--- src/rtl/dw_sumsq_acc.sv ---
// Block sum-of-squares accumulator: squares each accepted sample and presents the
// sum of every num_samples samples as a held radicand for a downstream square root.
module dw_sumsq_acc #(
  parameter int data_width  = 8,
  parameter int num_samples = 16,
  parameter int tc_mode     = 1,
  localparam int radicand_width = 2 * data_width + $clog2(num_samples),
  localparam int count_width    = $clog2(num_samples + 1)
) (
  input  logic                      clk,
  input  logic                      rst,
  input  logic                      clr,
  input  logic                      in_valid,
  output logic                      in_ready,
  input  logic [data_width-1:0]     in_data,
  output logic                      out_valid,
  input  logic                      out_ready,
  output logic [radicand_width-1:0] radicand,
  output logic [count_width-1:0]    count
);

  // Handshakes: a transfer happens on a rising edge where valid & ready are both 1.
  // in_ready/out_valid depend only on state_q, never on in_valid/out_ready.
  typedef enum logic {ST_ACC = 1'b0, ST_HOLD = 1'b1} state_t;

  localparam int sq_width = 2 * data_width;
  localparam bit tc       = (tc_mode != 0);

  state_t                    state_q, state_d;
  logic [radicand_width-1:0] acc_q, acc_d;
  logic [radicand_width-1:0] rad_q, rad_d;
  logic [count_width-1:0]    count_q, count_d;

  logic                      sign_bit;
  logic [sq_width-1:0]       data_ext;
  logic [sq_width-1:0]       sq;
  logic [radicand_width-1:0] sq_ext;
  logic                      last_sample;

  // Low 2*dw bits of the extended product equal the exact square, which always fits.
  assign sign_bit    = tc ? in_data[data_width-1] : 1'b0;
  assign data_ext    = {{data_width{sign_bit}}, in_data};
  assign sq          = data_ext * data_ext;
  assign sq_ext      = {{(radicand_width - sq_width){1'b0}}, sq};
  assign last_sample = (count_q == count_width'(num_samples - 1));

  always_comb begin
    state_d = state_q;
    acc_d   = acc_q;
    rad_d   = rad_q;
    count_d = count_q;
    if (clr) begin
      state_d = ST_ACC;
      acc_d   = '0;
      count_d = '0;
    end else begin
      case (state_q)
        ST_ACC: begin
          if (in_valid) begin
            if (last_sample) begin
              rad_d   = acc_q + sq_ext;
              acc_d   = '0;
              count_d = '0;
              state_d = ST_HOLD;
            end else begin
              acc_d   = acc_q + sq_ext;
              count_d = count_q + count_width'(1);
            end
          end
        end
        ST_HOLD: begin
          if (out_ready) state_d = ST_ACC;
        end
        default: state_d = ST_ACC;
      endcase
    end
  end

  always_ff @(posedge clk or posedge rst) begin
    if (rst) begin
      state_q <= ST_ACC;
      acc_q   <= '0;
      rad_q   <= '0;
      count_q <= '0;
    end else begin
      state_q <= state_d;
      acc_q   <= acc_d;
      rad_q   <= rad_d;
      count_q <= count_d;
    end
  end

  assign in_ready  = (state_q == ST_ACC);
  assign out_valid = (state_q == ST_HOLD);
  assign radicand  = rad_q;
  assign count     = count_q;

endmodule
--- config.mk ---
export PLATFORM = sky130hd
export DESIGN_NAME = dw_sumsq_acc
export DESIGN_NICKNAME = d
export VERILOG_FILES = /design/src/rtl/dw_sumsq_acc.sv
export SDC_FILE = /design/constraint.sdc
export NUM_CORES = 1
export LEC_CHECK = 0
export ABC_AREA = 1
export BUFFER_PORTS_ARGS = -buffer_cell sky130_fd_sc_hd__buf_2
export CAP_MARGIN = 20
export CORE_ASPECT_RATIO = 0.6
export CORE_MARGIN = 4
export CORE_UTILIZATION = 43
export DETAILED_ROUTE_END_ITERATION = 10
export HOLD_SLACK_MARGIN = 0.1
export PLACE_DENSITY = 0.64
export RECOVER_POWER = 50
export SLEW_MARGIN = 40
export SYNTH_ARGS = -nofsm -noshare
export SYNTH_HDL_FRONTEND = slang
export SYNTH_SLANG_ARGS = --single-unit
--- constraint.sdc ---
create_clock -name clk -period 1.9 [get_ports clk]
set_clock_uncertainty 0.15 [all_clocks]
set_input_delay 0.19 -clock clk [delete_from_list [all_inputs] [get_ports clk]]
set_output_delay 0.19 -clock clk [all_outputs]
set_load 0.01 [all_outputs]
==> impl_metrics.py, run 1 <==
metrics = {
    "clocking": {
        "insertion_delay_ps": 290,
        "cts_htree_levels": 2,
        "numCtsBuffers": 5,
        "clockRootBuffer": "clkbuf_16",
        "cts.path.max_buffers": 2,
        "cts_tree": "done",
        "clk_pin_slew_worst_paths_ps": 70,
        "cts_sinks": 46,
    },
    "critical_path": {
        "required_ps": 1940,
        "critPathKind": "input pin to register",
        "cp_slowest_cell": "fa_1",
        "r2r_slack_ps": -50,
        "cp_max_fo": 8,
        "max_stage_delay_ps": 550,
        "arrival_ps": 4670,
        "endpoint_kind": "register",
        "reg2reg_depth": 9,
        "regToRegEndpoint": "radicand[8]$_DFFE_PP0P_",
        "reg2reg_from": "acc_q[0]$_DFFE_PP0P_",
        "worstSetupStartpointType": "input pin",
    },
    "route": {
        "num_vias": 4901,
        "ant_nets": 0,
        "drc": 0,
        "routed_via_density": 4.931,
        "drt_iter0_drc": 229,
        "wl_per_cell_um": 14.52,
        "drt_wl_total_um": 14440,
        "first_pass_iters": 5,
    },
    "floorplanning": {
        "core_um2": 11490,
        "die_x_um": 149.3,
        "start_util_pct": 44.85,
        "io_pins": 40,
        "rows": 30,
        "die_h_um": 92.78,
        "dieArea_um2": 13850,
    },
    "hold_path": {
        "min_from": "in_valid",
        "hold_class": "input pin to register",
        "min_path_cells": 4,
        "hold_path_end": "count[3]$_DFFE_PP0P_",
    },
    "global_route": {
        "grt_max_degree": 47,
        "grt_pass1_vias": 4989,
        "overflow": 0,
        "grt_usage_pct": 21.02,
        "grt_pass1_wl_um": 23650,
        "antenna_found_initial": 0,
    },
    "job": {
        "maxCapViolations": 0,
    },
    "cells_and_area": {
        "n_antenna_cell": 0,
        "final_area_um2": 7604,
        "n_fill_cell": 933,
        "drive_gt1_share_pct": 41.13,
        "fin_nets": 936,
        "area_growth_pct": 47.61,
    },
    "placed_design": {
        "hpwlAfterDp_um": 10780,
        "place_congestion": 0.8914,
        "portBuffers": 39,
        "placed_area_um2": 6461,
    },
    "sta": {
        "period_minus_slack_ps": 4636,
        "holdWs_ps": 138.5,
        "fin_ws_ps": -2736,
        "max_slew.worst_pin.slew_ps": 1088,
        "rsz0062_at_grt": "yes",
        "drv_slew": 0,
        "timing.slew.headroom_pct": 27.48,
        "finalSetupViolations": 34,
        "fmax_mhz": 215.7,
        "final_hold_viol_count": 0,
        "setup_tns_ps": -75090,
        "finalCritPeriodShare_pct": 244.0,
    },
    "logic_synthesis": {
        "yosys_warnings": 0,
        "ys_types": 36,
        "synth_nets": 800,
        "syn_area_per_cell_um2": 7.391,
        "yosysSeqAreaShare_pct": 22.35,
        "synth-seq-cells": 46,
        "synth_cells": 697,
        "syn_area_um2": 5151,
    },
    "outcome": {
        "violations": "setup timing",
        "status": "finished with violations",
    },
}
## cell usage after synthesis (all sizes together)
library cell  instances  area [µm²]
nand3b                4       30.03
nand4                 4       25.02
and2                  2       12.51
fa                   43       860.8
ha                   47       588.1
a22o                  3       26.28
o21ai                26       137.6
nor2                 37       168.9
a311oi                1       8.760
o22ai                 1       6.260
or2                   3       18.77
inv                 151       566.8
dfrtp                46        1151
a31oi                 2       12.51
nor3                  2       10.01
a21o                  1       7.510
xnor2                12       105.1
clkbuf                9       33.78
a21oi                23       118.9
o31ai                 1       7.510
nand2               210       818.3
buf                   5       42.53
o21bai                1       7.510
nand3                48       255.3
xor2                 15       131.4
## layout by cell type, fill, tap and decap left out, drive strengths merged
master and count:
o31ai 1, o22ai 1, ha 47, clkinvlp 1, o21bai 1, and2 2
or2 3, a31oi 2, dfrtp 46, o21ai 26, a22o 3, dlygate4sd3 4
a311oi 1, nand3b 4, nor3 2, a21oi 23, clkinv 3, fa 43
nor2 37, nand4 4, a21o 1, nand3 48, buf 113, xor2 15
xnor2 12, nand2 210, inv 150, clkbuf 31
## worst max-delay path: cells and delay by family
kind	cells	cell delay, ps
buf+inv	8	760
compound gates	1	150
fa+ha+maj	6	2530
simple gates	11	820
xor+xnor	1	200
## cells by family (layout without fill, tap and decap cells)
| group | count (synthesis) | in the layout | synth area share (%) |
|---|---|---|---|
| and+or+nand+nor | 310 | 310 | 25.99 |
| buffers and inverters | 165 | 302 | 12.48 |
| adders and majority gates | 90 | 90 | 28.13 |
| AOI/OAI and AO/OA | 59 | 59 | 6.462 |
| DFF | 46 | 46 | 22.35 |
| xor gates and xnor gates | 27 | 27 | 4.591 |
## stage by stage
step / utilization (%) / instances / setup WS, ps
3_3_place_gp: 56.25 / 960 / -3246
5_1_grt: 66.20 / 994 / -2975
6_report: 66.20 / 994 / -2736
2_1_floorplan: - / 697 / -2775
4_1_cts: 63.69 / 988 / -2737
3_5_place_dp: 56.25 / 960 / -3356
## worst max-delay path by stage
| stage | startpoint | end |
|---|---|---|
| 4_1_cts | in_data[7] | acc_q[17]$_DFFE_PP0P_ |
| 5_1_grt | in_data[7] | radicand[18]$_DFFE_PP0P_ |
| 3_5_place_dp | in_data[7] | acc_q[17]$_DFFE_PP0P_ |
| 3_3_place_gp | in_data[7] | radicand[17]$_DFFE_PP0P_ |
| 6_report | in_data[7] | radicand[17]$_DFFE_PP0P_ |
| 2_1_floorplan | in_data[7] | acc_q[17]$_DFFE_PP0P_ |
## what timing repair did
item / in CTS / in global routing
gates cloned: 1 / 0
hold endpoints to repair: 49 / 0
gates resized for setup: 141 / 69
pin swaps: 84 / 51
endpoints found under the setup margin: 34 / 34
hold buffers: 4 / 0
buffers inserted: 15 / 7
## flip-flops by register name (all words and copies together) (netlist names)
signal / flops
out_valid: 1
count: 5
radicand: 20
acc_q: 20
## cell type report
cell class,instances,area [µm²],share of cell area [%]
clock inverters,3,21.27,0.2797
multi-input cells,486,4397,57.82
flip-flops and latches,46,1151,15.14
inverters,151,569.3,7.487
repair buffers,143,1140,14.99
well taps,160,200.2,2.633
clock buffers,5,125.1,1.646
## routing by layer
metal | track usage [%] | up-vias | wire length (µm)
li1 | - | 2397 | -
met1 | 31.72 | 2383 | 7331
met2 | 32.94 | 107 | 6437
met3 | 3.081 | 14 | 549
met4 | 2.437 | 0 | 116
met5 | 0 | - | 0
Power of run 1 is not shown: default switching activity piles up to over one toggle a cycle in this logic, so the estimate is an artifact.
==> run 2, diff against run 1 <==
Settings changed: CELL_PAD_IN_SITES_DETAIL_PLACEMENT from default to 0, CELL_PAD_IN_SITES_GLOBAL_PLACEMENT from default to 1, CORE_ASPECT_RATIO 0.6 to default, PLACE_DENSITY 0.64 to 0.82.
==> impl_metrics.py, run 2 (synthesis results as in run 1) <==
metrics = {
    "outcome": {
        "status": "finished with violations",
        "violations": "setup timing",
    },
    "placed_design": {
        "place_congestion": 0.9391,
        "portBuffers": 39,
        "hpwlAfterDp_um": 10920,
    },
    "critical_path": {
        "cp_max_fo": 4,
        "crit_top_cell": "nand2_2",
        "reg2reg_from": "acc_q[0]$_DFFE_PP0P_",
        "regToRegEndpoint": "radicand[8]$_DFFE_PP0P_",
        "max_stage_delay_ps": 610,
        "path_depth": 28,
        "reg2reg_depth": 9,
        "endpoint_kind": "register",
        "cp_top_family": "adder cells",
        "required_ps": 1940,
        "worstSetupStartpointType": "input pin",
        "critPathKind": "input pin to register",
        "cp_slowest_cell": "fa_2",
        "arrival_ps": 4720,
        "cp_num_buf_inv": 5,
        "r2r_slack_ps": -60,
    },
    "sta": {
        "period_minus_slack_ps": 4676,
        "rsz0062_at_grt": "yes",
        "final_hold_viol_count": 0,
        "finalSetupViolations": 34,
        "setup_tns_ps": -76360,
        "timing.slew.headroom_pct": 35.62,
        "fin_ws_ps": -2776,
        "finalCritPeriodShare_pct": 246.1,
        "drv_slew": 0,
        "max_slew.worst_pin.slew_ps": 964.6,
        "fmax_mhz": 213.8,
    },
    "hold_path": {
        "min_from": "in_valid",
        "hold_path_end": "count[3]$_DFFE_PP0P_",
        "hold_class": "input pin to register",
        "min_path_cells": 4,
    },
    "floorplanning": {
        "core_um2": 11560,
        "dieArea_um2": 13790,
        "die_h_um": 117.5,
        "start_util_pct": 44.54,
        "rows": 39,
        "io_pins": 40,
        "die_x_um": 117.5,
    },
    "global_route": {
        "overflow": 0,
        "grt_pass1_wl_um": 25000,
        "grt_pass1_vias": 5269,
        "grt_max_degree": 26,
        "antenna_found_initial": 0,
        "grt_usage_pct": 22.10,
    },
    "clocking": {
        "cts_sinks": 46,
        "numCtsBuffers": 5,
        "clockRootBuffer": "clkbuf_16",
        "cts.path.max_buffers": 2,
        "cts_tree": "done",
        "clk_pin_slew_worst_paths_ps": 60,
        "insertion_delay_ps": 300,
        "cts_htree_levels": 2,
    },
    "job": {
        "maxCapViolations": 0,
    },
    "cells_and_area": {
        "fin_nets": 958,
        "final_cell_mix": "nand2_1, inv_1, buf_4",
        "n_antenna_cell": 0,
        "post-route-util_pct": 69.30,
        "area_growth_pct": 55.57,
        "final_common_cell": "nand2_1",
        "drive_gt1_share_pct": 46.67,
        "n_fill_cell": 900,
    },
    "route": {
        "ant_nets": 0,
        "num_vias": 4949,
        "drt_iter0_drc": 200,
        "drt_wl_total_um": 15250,
        "wl_per_cell_um": 15.28,
        "routed_via_density": 4.959,
        "drc": 0,
        "first_pass_iters": 5,
    },
}
==> run 2: worst max path at each step <==
stage	from	endpoint	slack, ps
4_1_cts	in_data[7]	acc_q[17]$_DFFE_PP0P_	-2670
6_report	in_data[2]	acc_q[17]$_DFFE_PP0P_	-2780
3_5_place_dp	in_data[7]	acc_q[17]$_DFFE_PP0P_	-3400
2_1_floorplan	in_data[7]	acc_q[17]$_DFFE_PP0P_	-2780
3_3_place_gp	in_data[7]	acc_q[17]$_DFFE_PP0P_	-3330
5_1_grt	in_data[7]	acc_q[17]$_DFFE_PP0P_	-2970
==> run 2: what timing repair did <==
action | 4_1_cts | 5_1_grt
pin swaps | 101 | 103
hold endpoints to repair | 24 | 0
endpoints found under the setup margin | 34 | 35
buffers inserted | 20 | 17
cloned | 1 | 0
gates resized for setup | 165 | 105
hold buffers | 4 | 0
==> run 2: tightest hold or removal path: stages <==
cell and delay, ps:
buf_2 110, nand2_2 70, nand2_1 100, o22ai_1 80
==> run 2: metal layers <==
metal | part of all wire, % | global-route usage, %
met2 | 50 | 36.78
met3 | 4.4 | 3.940
met5 | 0 | 0
met4 | 0.87 | 3.883
met1 | 45 | 30.73
==> run 2: area by class of cell <==
| type | instances | area, µm² | area share, % |
|---|---|---|---|
| Clock buffer | 6 | 138.9 | 1.733 |
| Clock inverter | 1 | 30.03 | 0.3747 |
| Inverter | 151 | 584.3 | 7.291 |
| Multi-Input combinational cell | 486 | 4536 | 56.60 |
| Sequential cell | 46 | 1152 | 14.38 |
| Tap cell | 143 | 178.9 | 2.233 |
| Timing Repair Buffer | 165 | 1394 | 17.39 |
==> run 2: metrics by stage <==
| step | area, µm² | cells | hold WS (ps) | worst slack [ps] |
|---|---|---|---|---|
| floorplan | 5647 | 697 | 112.0 | -2775 |
| global placement | 6492 | 950 | 102.9 | -3329 |
| detailed placement | 6492 | 950 | 119.8 | -3397 |
| CTS | 7521 | 982 | 132.1 | -2666 |
| global route | 8014 | 998 | 179.8 | -2969 |
| finish | 8014 | 998 | 155.7 | -2776 |
Power of run 2 is left out for the same reason.
